$ cat config.mk
export PLATFORM = sky130hd
export DESIGN_NAME = cdb_arbiter_flat
export DESIGN_NICKNAME = d
export VERILOG_FILES = /design/src/rtl/cdb_arbiter_pkg.sv /design/src/rtl/cdb_arbiter_if.sv /design/src/rtl/cdb_arbiter_rr.sv /design/src/rtl/cdb_arbiter.sv /design/src/flat_wrapper.sv
export SDC_FILE = /design/constraint.sdc
export NUM_CORES = 1
export LEC_CHECK = 0
export BUFFER_PORTS_ARGS = -buffer_cell sky130_fd_sc_hd__buf_4
export CORE_MARGIN = 5
export CORE_UTILIZATION = 50
export DETAILED_ROUTE_END_ITERATION = 10
export PLACE_DENSITY = 0.81
export SYNTH_ARGS = -nofsm -noshare
export SYNTH_HDL_FRONTEND = slang
export SYNTH_SLANG_ARGS = --single-unit
export TNS_END_PERCENT = 5
$ cat constraint.sdc
create_clock -name clk -period 3.3 [get_ports clk]
set_clock_uncertainty 0.1 [all_clocks]
set_input_delay 0.495 -clock clk [delete_from_list [all_inputs] [get_ports clk]]
set_output_delay 0.495 -clock clk [all_outputs]
set_load 0.02 [all_outputs]
$ cat src/rtl/cdb_arbiter_pkg.sv
// Shared CDB constants used by the arbiter, register file and reservation stations.
package cdb_arbiter_pkg;
    localparam int CDB_N_REQ   = 4;
    localparam int CDB_LABEL_W = 5;
    localparam int CDB_DATA_W  = 32;

    // Label 0 means "no producer"; such results are consumed but never broadcast.
    localparam logic [CDB_LABEL_W-1:0] NULL_LABEL = '0;
endpackage

$ cat src/rtl/cdb_arbiter_if.sv
// Result-port and broadcast bundle between functional units and the CDB arbiter.
interface cdb_arbiter_if
    import cdb_arbiter_pkg::*;
#(
    parameter int N_REQ   = CDB_N_REQ,
    parameter int LABEL_W = CDB_LABEL_W,
    parameter int DATA_W  = CDB_DATA_W
);
    logic                       flush;
    logic [N_REQ-1:0]           req_valid;
    logic [N_REQ*LABEL_W-1:0]   req_label;
    logic [N_REQ*DATA_W-1:0]    req_data;
    logic [N_REQ-1:0]           req_ready;
    logic                       bc_en;
    logic [LABEL_W-1:0]         bc_label;
    logic [DATA_W-1:0]          bc_data;

    modport master (
        output flush, req_valid, req_label, req_data,
        input  req_ready, bc_en, bc_label, bc_data
    );

    modport slave (
        input  flush, req_valid, req_label, req_data,
        output req_ready, bc_en, bc_label, bc_data
    );
endinterface

$ cat src/rtl/cdb_arbiter_rr.sv
// Combinational round-robin picker: first set request at or after ptr, wrapping.
module cdb_arbiter_rr #(
    parameter int N = 4,
    localparam int PTR_W = (N > 1) ? $clog2(N) : 1
) (
    input  logic [N-1:0]     req,
    input  logic [PTR_W-1:0] ptr,
    output logic [N-1:0]     grant
);
    logic [N-1:0]   hi_mask;
    logic [2*N-1:0] dbl;
    logic           found;

    // Lower half holds only requests at/after ptr; upper half supplies the wrap-around.
    always_comb begin
        for (int i = 0; i < N; i++) begin
            hi_mask[i] = (i >= int'(ptr));
        end
        dbl   = {req, req & hi_mask};
        grant = '0;
        found = 1'b0;
        for (int i = 0; i < N; i++) begin
            if (!found && dbl[i]) begin
                grant[i] = 1'b1;
                found    = 1'b1;
            end
        end
        for (int i = 0; i < N; i++) begin
            if (!found && dbl[N+i]) begin
                grant[i] = 1'b1;
                found    = 1'b1;
            end
        end
    end
endmodule

$ cat src/rtl/cdb_arbiter.sv
// CDB arbiter: per-port 1-entry result buffers, round-robin grant, registered broadcast.
module cdb_arbiter
    import cdb_arbiter_pkg::*;
#(
    parameter int N_REQ   = CDB_N_REQ,
    parameter int LABEL_W = CDB_LABEL_W,
    parameter int DATA_W  = CDB_DATA_W
) (
    input logic          clk,
    input logic          nRST,
    cdb_arbiter_if.slave bus
);
    localparam int PTR_W = (N_REQ > 1) ? $clog2(N_REQ) : 1;

    logic [N_REQ-1:0]   pend_p0;
    logic [LABEL_W-1:0] lab_p0 [N_REQ];
    logic [DATA_W-1:0]  dat_p0 [N_REQ];
    logic [PTR_W-1:0]   ptr;

    logic [N_REQ-1:0]   grant;
    logic [N_REQ-1:0]   ready;
    logic [N_REQ-1:0]   accept;
    logic [N_REQ-1:0]   keep;
    logic [PTR_W-1:0]   gidx;
    logic [PTR_W-1:0]   next_ptr;
    logic [LABEL_W-1:0] gnt_label;
    logic [DATA_W-1:0]  gnt_data;

    logic               vld_p1;
    logic [LABEL_W-1:0] label_p1;
    logic [DATA_W-1:0]  data_p1;

    cdb_arbiter_rr #(.N(N_REQ)) u_rr (
        .req   (pend_p0),
        .ptr   (ptr),
        .grant (grant)
    );

    // A granted buffer frees up in the same cycle, allowing back-to-back accepts.
    assign ready  = {N_REQ{nRST & ~bus.flush}} & (~pend_p0 | grant);
    assign accept = bus.req_valid & ready;

    always_comb begin
        for (int i = 0; i < N_REQ; i++) begin
            keep[i] = bus.req_label[i*LABEL_W +: LABEL_W] != LABEL_W'(NULL_LABEL);
        end
    end

    always_comb begin
        gidx      = '0;
        gnt_label = '0;
        gnt_data  = '0;
        for (int i = 0; i < N_REQ; i++) begin
            if (grant[i]) begin
                gidx      = PTR_W'(i);
                gnt_label = lab_p0[i];
                gnt_data  = dat_p0[i];
            end
        end
        next_ptr = (gidx == PTR_W'(N_REQ - 1)) ? '0 : gidx + 1'b1;
    end

    // Stage p0: buffer occupancy and rotation pointer
    always_ff @(posedge clk or negedge nRST) begin
        if (!nRST) begin
            pend_p0 <= '0;
            ptr     <= '0;
        end else begin
            for (int i = 0; i < N_REQ; i++) begin
                if (bus.flush)
                    pend_p0[i] <= 1'b0;
                else if (accept[i])
                    pend_p0[i] <= keep[i];
                else if (grant[i])
                    pend_p0[i] <= 1'b0;
            end
            if (!bus.flush && (|grant))
                ptr <= next_ptr;
        end
    end

    always_ff @(posedge clk) begin
        for (int i = 0; i < N_REQ; i++) begin
            if (accept[i] && keep[i]) begin
                lab_p0[i] <= bus.req_label[i*LABEL_W +: LABEL_W];
                dat_p0[i] <= bus.req_data[i*DATA_W +: DATA_W];
            end
        end
    end

    // Stage p1: registered broadcast, zeroed when idle or squashed
    always_ff @(posedge clk or negedge nRST) begin
        if (!nRST) begin
            vld_p1   <= 1'b0;
            label_p1 <= '0;
            data_p1  <= '0;
        end else if (bus.flush || !(|grant)) begin
            vld_p1   <= 1'b0;
            label_p1 <= '0;
            data_p1  <= '0;
        end else begin
            vld_p1   <= 1'b1;
            label_p1 <= gnt_label;
            data_p1  <= gnt_data;
        end
    end

    assign bus.req_ready = ready;
    assign bus.bc_en     = vld_p1;
    assign bus.bc_label  = label_p1;
    assign bus.bc_data   = data_p1;
endmodule

$ cat src/flat_wrapper.sv
// flat-port wrapper written by rule: the top's interface ports become plain ports
module cdb_arbiter_flat import cdb_arbiter_pkg::*;
#(
    parameter int N_REQ   = CDB_N_REQ,
    parameter int LABEL_W = CDB_LABEL_W,
    parameter int DATA_W  = CDB_DATA_W
)
  (clk, nRST, bus_flush, bus_req_valid, bus_req_label, bus_req_data, bus_req_ready, bus_bc_en, bus_bc_label, bus_bc_data);
  cdb_arbiter_if #(.N_REQ(N_REQ), .LABEL_W(LABEL_W), .DATA_W(DATA_W)) bus_i ();
  input logic clk;
  input logic nRST;
  input wire logic [$bits(bus_i.flush)-1:0] bus_flush;
  input wire logic [$bits(bus_i.req_valid)-1:0] bus_req_valid;
  input wire logic [$bits(bus_i.req_label)-1:0] bus_req_label;
  input wire logic [$bits(bus_i.req_data)-1:0] bus_req_data;
  output wire logic [$bits(bus_i.req_ready)-1:0] bus_req_ready;
  output wire logic [$bits(bus_i.bc_en)-1:0] bus_bc_en;
  output wire logic [$bits(bus_i.bc_label)-1:0] bus_bc_label;
  output wire logic [$bits(bus_i.bc_data)-1:0] bus_bc_data;
  assign bus_i.flush = bus_flush;
  assign bus_i.req_valid = bus_req_valid;
  assign bus_i.req_label = bus_req_label;
  assign bus_i.req_data = bus_req_data;
  assign bus_req_ready = bus_i.req_ready;
  assign bus_bc_en = bus_i.bc_en;
  assign bus_bc_label = bus_i.bc_label;
  assign bus_bc_data = bus_i.bc_data;
  cdb_arbiter #(.N_REQ(N_REQ), .LABEL_W(LABEL_W), .DATA_W(DATA_W)) u_core (.clk(clk), .nRST(nRST), .bus(bus_i));
endmodule
; ---- Word level (Yosys, flattened, before mapping)
; Memories as Yosys holds them, arrays and structs flattened.
; Cells that the tools add are included.
; W data, S select, Z words.
[totals]
register_bits = 44
mem_bits_rw = 148
inputBits = 155
out_inout_bits = 42
wordCells = 102
memories = 2
[op_classes]
add_sub_neg = 1
order_cmp = 3
eq_ne = 1
n_mux = 49
n_bitwise = 7
n_reduce_logical = 31
[mem_list]
columns = name, words, width, read_ports, rd_ports_with_merged_regs, write_ports, line_no
row1 = u_core.dat_p0, 4, 32, 4, 0, 4, cdb_arbiter.sv:17  ; logic [DATA_W-1:0] dat_p0 [N_REQ];
row2 = u_core.lab_p0, 4, 5, 4, 0, 4, cdb_arbiter.sv:16  ; logic [LABEL_W-1:0] lab_p0 [N_REQ];
[op_table]
columns = operator, n
row1 = $mux W32, 5
row2 = $mux W1, 36
row3 = $mux W5, 5
row4 = $reduce_bool A5 Y1, 4
row5 = $and A4 B4 Y4, 3
row6 = $logic_and A1 B1 Y1, 12
row7 = $reduce_bool A3 Y1, 4
row8 = $logic_not A1 Y1, 9
row9 = $mux W2, 3
row10 = $ge A1 B2 Y1 const A, 2
row11 = $not A4 Y4, 1
row12 = $or A4 B4 Y4, 1
row13 = $reduce_or A4 Y1, 1
row14 = $add A2 B1 Y2 const B, 1
row15 = $eq A2 B2 Y1 const B, 1
row16 = $ge A2 B2 Y1 const A, 1
row17 = $and A1 B1 Y1, 1
row18 = $logic_or A1 B1 Y1, 1
row19 = $not A1 Y1, 1

; ---- Depth between registers and ports, before layout
; Gate-level depths: netlist (run 1).
[logic_depth]
ltp_word = 30
ltp_mapped = 10
mapped_depth_nobuf = 7

; ---- Modules after synthesis
; Synthesis (run 1) repeated with hierarchy kept, for this count alone.
[hier_totals]
hier_cells = 408
hier_area_um2 = 7168.1
[modules_own_cells]
columns = mod, instances, cells_each, area_each_um2
row1 = cdb_arbiter, 1, 392, 7060.5
row2 = cdb_arbiter_rr, 1, 16, 107.6

; ---- Worst setup path before layout (run 1)
; Ideal clock, no wire load.
[synth_timing]
kind = flip-flop to flip-flop
start = reg u_core.pend_p0[0]
end = mem u_core.dat_p0[2][0] (netlist bit), enable pin
setup_ps = 392
t_arrival_ps = 2271
required_ps = 2808
slack_ps = 538
stages_incl_launch_ff = 7
path_buffers = 1
synth_period_minus_slack_ps = 2762
cell_sequence = dfrtp_1 > buf_2 > nor2b_2 > nor3_2 > o31ai_4 > a21oi_1 > o211a_1
[synth_rtl]
columns = element, line_no
row1 = "start, declared", cdb_arbiter.sv:15  ; logic [N_REQ-1:0] pend_p0;
row2 = "start signal, assigned by index", cdb_arbiter.sv:73  ; pend_p0[i] <= keep[i];
row3 = "end, declared", cdb_arbiter.sv:17

==> impl_results.md, run 1 <==
* Status: completed
* Post-synth ARST share at 0.229
* Largest net degree at the start of global routing at 49
* Initial antenna violation count at 0
* Die height at 130 µm
* Post-synth top cells: 148 x edfxtp_1, 44 x dfrtp_1, 39 x nor2_1, 36 x o221ai_1, 30 x nor3_2
* Vias per inst at 5.67
* Crit path kind: register to register
* Avg WL per Cell at 22.5 µm
* CTS Buf Count at 17
* Cell with the most instances after synthesis: edfxtp_1
* 1st-iter DRT viols at 498
* CTS sink cnt at 192
* Antenna viol nets, final at 0
* Core area at 0.0140 mm²
* Routed WL at 18.3 mm
* # H-tree levels at 4
* Post-CTS Hold Buffers at 0
* IO Pins at 197
* Distinct cell type count after synthesis at 36
* Max-slew headroom at 0.257
* Die Wd at 130 µm
* Yosys reg bits at 192
* Ratio of cells with drive above 1 in the final layout at 0.475
* Syn_area_per_cell at 17.0 µm²
* First-pass GRT wire length at 27.2 mm
* Setup TNS at 0 ns
* Pins Over Slew Limit at 0
* Final Hold Viols at 0
* Post-CTS Repair Setup Buffers at 0
* Starting Density at 0.513
* Setup Viol. Count Final at 0
* Area Growth Syn to Fin at 32.0%
* Post-synth top area cell: edfxtp_1
* Max-cap violations at 0
* Max VDD drop at 0.374 mV
* Diode count at 0
* Drt pass-1 iters at 5
* Clock slew seen by the registers of the worst setup and hold paths at 0.07 ns
* WP data arrival at 2.69 ns
* Prevailing post-synth register cell: edfxtp_1
* Post-DP HPWL at 12.2 mm
* Worst skew pair latency at 0.43 ns
* Number of synthesized flops with an enable pin at 148
* Root Driver: clkbuf_16
* Vias at 4,619
* Startpoint types: register
* Mapped cell area at 0.00718 mm²
* Static leakage at 3.67 nW
* Final min period at 2.75 ns
* Total Power at 0.00570 W
* # resized after CTS at 0
* RSZ-0062 raised after global routing: no
* Peak fanout along the critical path at 37
* F_max at 0.364 GHz
* Std-Cell Rows at 43
* Worst min path class: primary input to async pin
* Nets at 777
* Residual DRC at 0
* CTS tree: yes
* # port buffers at 196
* Post-synthesis net count at 579
* Fin crit share at 0.832
* Vias in the first global route at 4,866
* Pwr dens at 602 mW/mm²
* Synthesis Warnings at 0
* Critical Path RT at 3.25 ns
* Measured slew at the worst slew-check pin at 1.11 ns
* RD Place Congestion at 0.887
* Synth Instances at 423
* Dominant cells by area after synthesis: edfxtp_1 62%, dfrtp_1 15%, o221ai_1 4.4%
* GRT Total Usage at 0.223
* Crit path capture type: register
* Post-synth top area share at 0.619
* GRT Residual Overflow at 0
* Seq/Total Area, Yosys at 0.773
* Die ar. at 0.0169 mm²
* Clock Path Buffers at 2
-- cells by family (layout without fill, tap and decap cells) --
logic type	count (synthesis)	after routing	synth area share
fa+ha+maj	1	1	0.00174
flops	192	192	0.773
buf+inv	30	241	0.0248
simple gates	99	99	0.0863
compound gates	101	101	0.115
-- state kept, by name, indices dropped and copies added, names as in the netlist --
name and cells:
u_core.bus.bc_data 32, u_core.lab_p0 20, u_core.dat_p0 128, u_core.bus.bc_en 1, u_core.bus.bc_label 5, u_core.pend_p0 4
u_core.ptr 2
-- cell type report --
| type | count | area [µm²] |
|---|---|---|
| fill | 972 | 4510 |
| tap | 180 | 225 |
| multi-input combinational | 201 | 1480 |
| clock inverter | 13 | 206 |
| sequential | 192 | 5550 |
| clock buffer | 19 | 443 |
| timing repair buffer | 205 | 1560 |
| inverter | 4 | 15.0 |
-- final timing paths --
path	from	endpoint	slack [ns]	cells after the start
min in group clk	bus_req_data[81]	u_core.dat_p0[2][17]$_DFFE_PP_	0.13	1
worst min register to register	u_core.dat_p0[3][26]$_DFFE_PP_	u_core.bus.bc_data[26]$_DFF_PN0_	0.43	2
max in group asynchronous	nRST	u_core.bus.bc_data[31]$_DFF_PN0_	2.55	2
worst max register to register	u_core.ptr[1]$_DFFE_PN0P_	u_core.dat_p0[0][2]$_DFFE_PP_	0.55	4
worst min-delay path	nRST	u_core.bus.bc_label[0]$_DFF_PN0_	0.11	2
worst max-delay path	u_core.ptr[1]$_DFFE_PN0P_	u_core.dat_p0[0][2]$_DFFE_PP_	0.55	4
-- critical path, stage by stage (launching register included) --
cell and delay (ns):
dfrtp_1 0.57, nor2b_1 0.29, a221oi_4 0.13, a21oi_1 0.28
o211a_2 0.97
-- routing by layer --
| metal | GRT usage | vias up | wire length [µm] |
|---|---|---|---|
| met4 | 0.103 | 0 | 653 |
| met1 | 0.293 | 2215 | 7050 |
| met3 | 0.0610 | 55 | 1770 |
| met2 | 0.350 | 293 | 8850 |
| met5 | 0 | - | 0 |
| li1 | - | 2056 | - |
-- power breakdown --
| group | leakage [nW] | internal [W] | total [W] | switching (W) |
|---|---|---|---|---|
| Combinational | 1.40 | 0.000286 | 0.000679 | 0.000394 |
| Sequential | 1.95 | 0.00272 | 0.00278 | 0.0000593 |
| Clock | 0.314 | 0.00137 | 0.00224 | 0.000874 |
-- cells in the final DEF (no fill, tap or decap), types with 2 or more instances in the layout --
cell and instances:
or4_1 4, a21oi_1 24, buf_4 203, clkbuf_16 17, clkinvlp_4 2, o211ai_1 5, o221ai_1 36, nor2b_1 2
edfxtp_1 148, nor2_1 39, buf_12 2, inv_6 2, clkinv_2 3, nor3_2 30, a21oi_2 20, nor3_1 9
dfrtp_1 44, nand2b_1 2, inv_1 3, o22ai_1 2, o211a_2 4, bufinv_16 5, nand2_1 7
-- stage by stage --
| stage | setup slack [ns] | utilization | area [µm²] | cells | hold slack [ns] |
|---|---|---|---|---|---|
| 6_report | 0.553 | 0.677 | 9480 | 814 | 0.114 |
| 5_1_grt | 0.391 | 0.677 | 9480 | 814 | 0.117 |
| 4_1_cts | 0.563 | 0.677 | 9480 | 814 | 0.121 |
| 3_5_place_dp | 0.575 | 0.631 | 8830 | 782 | 0.426 |
| 3_3_place_gp | 0.737 | 0.631 | 8830 | 782 | 0.417 |
| 2_1_floorplan | 0.538 | - | 7180 | 423 | 0.0994 |
Note: power is estimated with default switching activity, not from simulation.
==> run 2, diff against run 1 <==
Settings changed: CORE_UTILIZATION 50 to 47, PLACE_DENSITY 0.81 to 0.8.
Clock period 3.3 ns to 2.29 ns, I/O delays scaled along.
==> impl_results.md, run 2 (synthesized netlist as in run 1, its figures left out) <==
* Post-Layout Cell Count at 984 (+21%)
* Routed wl met3 at 1.45 mm (-18%)
* Status: completed
* Peak fanout along the critical path at 8 (-78%)
* Setup TNS at 0 ns (unchanged)
* Pwr dens at 739 mW/mm² (+23%)
* Worst Hold Depth at 1
* F_max at 0.446 GHz
* CTS Buf Count at 17 (unchanged)
* Post-DP HPWL at 12.9 mm (+6.1%)
* Switching share of power at 0.243 (+0.0106)
* Met2 WL at 11.6 mm (+32%)
* Die ar. at 0.0178 mm² (+5.9%)
* 1st-iter DRT viols at 393 (-21%)
* Diode count at 0 (unchanged)
* Startpoint types: register
* Die Wd at 134 µm (+2.9%)
* Root Driver: clkbuf_16
* CTS tree: yes
* Std-Cell Rows at 45 (+4.7%)
* Final Hold Viols at 0 (unchanged)
* Commonest non-fill, non-tap cell in the layout: buf_4
* Largest net degree at the start of global routing at 49 (unchanged)
* Top reg by flops: u_core.dat_p0
* Filler instances at 873 (-10%)
* Critical Path RT at 1.85 ns (-1.40 ns)
* Crit-path most repeated cell: nor2b_2
* Static leakage at 4.36 nW (+19%)
* Setup Viol. Count Final at 0 (unchanged)
* Worst skew pair latency at 0.43 ns (about the same)
* Worst min path class: primary input to register
* Placed Cells at 806 (+3.1%)
* GRT Total Usage at 0.246 (+0.0229)
* Largest stage delay on the critical path at 0.48 ns (-0.49 ns)
* Crit path capture type: primary output
* Comb power frac at 0.155 (+0.036)
* Fin crit share at 0.979
* Max VDD drop at 0.568 mV (+52%)
* Final min period at 2.24 ns
* Crit path depth at 5 (+1)
* RSZ-0062 raised after global routing: yes
* Wl on met1 at 7.88 mm (+12%)
* Top layer in use: met4
* Residual DRC at 0 (unchanged)
* WP buf/inv at 1 (+1)
* Routed WL at 21.5 mm (+17%)
* WP data arrival at 1.80 ns (-0.89 ns)
* Initial antenna violation count at 0 (unchanged)
* # H-tree levels at 4 (unchanged)
* Commonest non-fill, non-tap cells in the layout: 214 x buf_4, 148 x edfxtp_1, 145 x dlygate4sd3_1, 40 x dfrtp_1, 38 x nor2_1
* IO Pins at 197 (unchanged)
* CP max-delay cell: dfrtp_2
* Clock slew seen by the registers of the worst setup and hold paths at 0.07 ns (about the same)
* First-pass GRT wire length at 32.8 mm (+20%)
* Path depth of the worst reg2reg path at 8 (+4)
* Drt pass-1 iters at 5 (unchanged)
* Nets at 939 (+21%)
* GRT Residual Overflow at 0 (unchanged)
* Ratio of cells with drive above 1 in the final layout at 0.408 (-0.0665)
* Avg WL per Cell at 21.8 µm (-3.1%)
* Worst-path cell chain: nor2b_2, o2bb2ai_2, nand2b_1, nor2b_2, buf_4
* Area Growth Syn to Fin at 55.0%
* Largest register FFs at 128 (unchanged)
* CTS sink cnt at 192 (unchanged)
* Die height at 134 µm (+2.9%)
* Vias at 5,291 (+15%)
* Clock Power Share at 0.358 (-0.035)
* Crit path kind: register to primary output
* Max-slew headroom at 0.559 (+0.302)
* Cell family with most CP delay: simple AND/OR/NAND/NOR gates
* Clock Path Buffers at 2 (unchanged)
* Psw at 0.00200 W (+51%)
* Core area at 0.0151 mm² (+7.9%)
* # port buffers at 196 (unchanged)
* Vias per inst at 5.38 (-5.2%)
* Antenna viol nets, final at 0 (unchanged)
* Sequential power share at 0.487 (about the same)
* Starting Density at 0.476 (-0.0374)
* Vias in the first global route at 5,955 (+22%)
* Pins Over Slew Limit at 0 (unchanged)
* Measured slew at the worst slew-check pin at 0.661 ns (-0.453 ns)
* Max-cap violations at 0 (unchanged)
* Internal power at 0.00623 W (+42%)
* RD Place Congestion at 0.857 (-3.4%)
run 2: cell count changes in the layout (fill, tap and decap cells not counted), moves of 4 or more:
cell,previous run,this run
dfrtp_2,0,4
dlygate4sd3_1,0,145
dfrtp_1,44,40
buf_12,2,8
buf_4,203,214
run 2: power by group through the flow:
stage          sequential, W  combinational [W]  clock [W]
5_1_grt              0.00402            0.00136    0.00312
6_report             0.00401            0.00127    0.00295
3_3_place_gp         0.00406            0.00101          0
4_1_cts              0.00400            0.00125    0.00297
2_1_floorplan        0.00410           0.000485          0
3_5_place_dp         0.00407            0.00104          0
run 2: metal layers:
layer | vias to the layer above | global-route usage
met1 | 2607 | 0.283
met4 | 0 | 0.0846
met5 | - | 0
li1 | 2385 | -
met2 | 267 | 0.449
met3 | 32 | 0.0597
run 2: repair_timing:
item	in CTS	in global routing
cloned	0	0
resized for setup	5	5
endpoints found under the hold margin	188	0
endpoints found under the setup margin	3	4
setup buffers	1	0
pin swaps	1	0
hold buffers	145	0
run 2: stage by stage:
| step | util | hold slack, ns | total power (W) | setup slack, ns | cell area [µm²] |
|---|---|---|---|---|---|
| after floorplan | - | -0.0521 | 0.00459 | -0.202 | 7200 |
| after global placement | 0.600 | 0.419 | 0.00508 | 0.273 | 9050 |
| after detailed placement | 0.600 | 0.423 | 0.00512 | 0.167 | 9050 |
| after CTS | 0.737 | 0.00372 | 0.00823 | 0.00486 | 11100 |
| after global routing | 0.737 | 0.00476 | 0.00850 | -0.0489 | 11100 |
| final | 0.737 | 0.0236 | 0.00823 | 0.0487 | 11100 |
run 2: area by class of cell:
type | count | area (µm²) | area share
Sequential cell | 192 | 5550 | 0.499
Timing Repair Buffer | 367 | 3220 | 0.289
Multi-Input combinational cell | 201 | 1520 | 0.136
Clock buffer | 20 | 457 | 0.0410
Tap cell | 188 | 235 | 0.0211
Clock inverter | 12 | 134 | 0.0120
Inverter | 4 | 15.0 | 0.00135
run 2: worst paths after layout:
path | start | endpoint | slack, ns
setup / recovery | u_core.pend_p0[0]$_DFFE_PN0P_ | bus_req_ready[1] | 0.05
hold / removal | bus_req_label[19] | u_core.lab_p0[3][4]$_DFFE_PP_ | 0.02
setup reg to reg | u_core.pend_p0[3]$_DFFE_PN0P_ | u_core.bus.bc_label[4]$_DFF_PN0_ | 0.23
hold reg to reg | u_core.dat_p0[3][26]$_DFFE_PP_ | u_core.bus.bc_data[26]$_DFF_PN0_ | 0.45
max in group asynchronous | nRST | u_core.ptr[1]$_DFFE_PN0P_ | 1.10
min in group asynchronous | nRST | u_core.bus.bc_label[1]$_DFF_PN0_ | 0.52
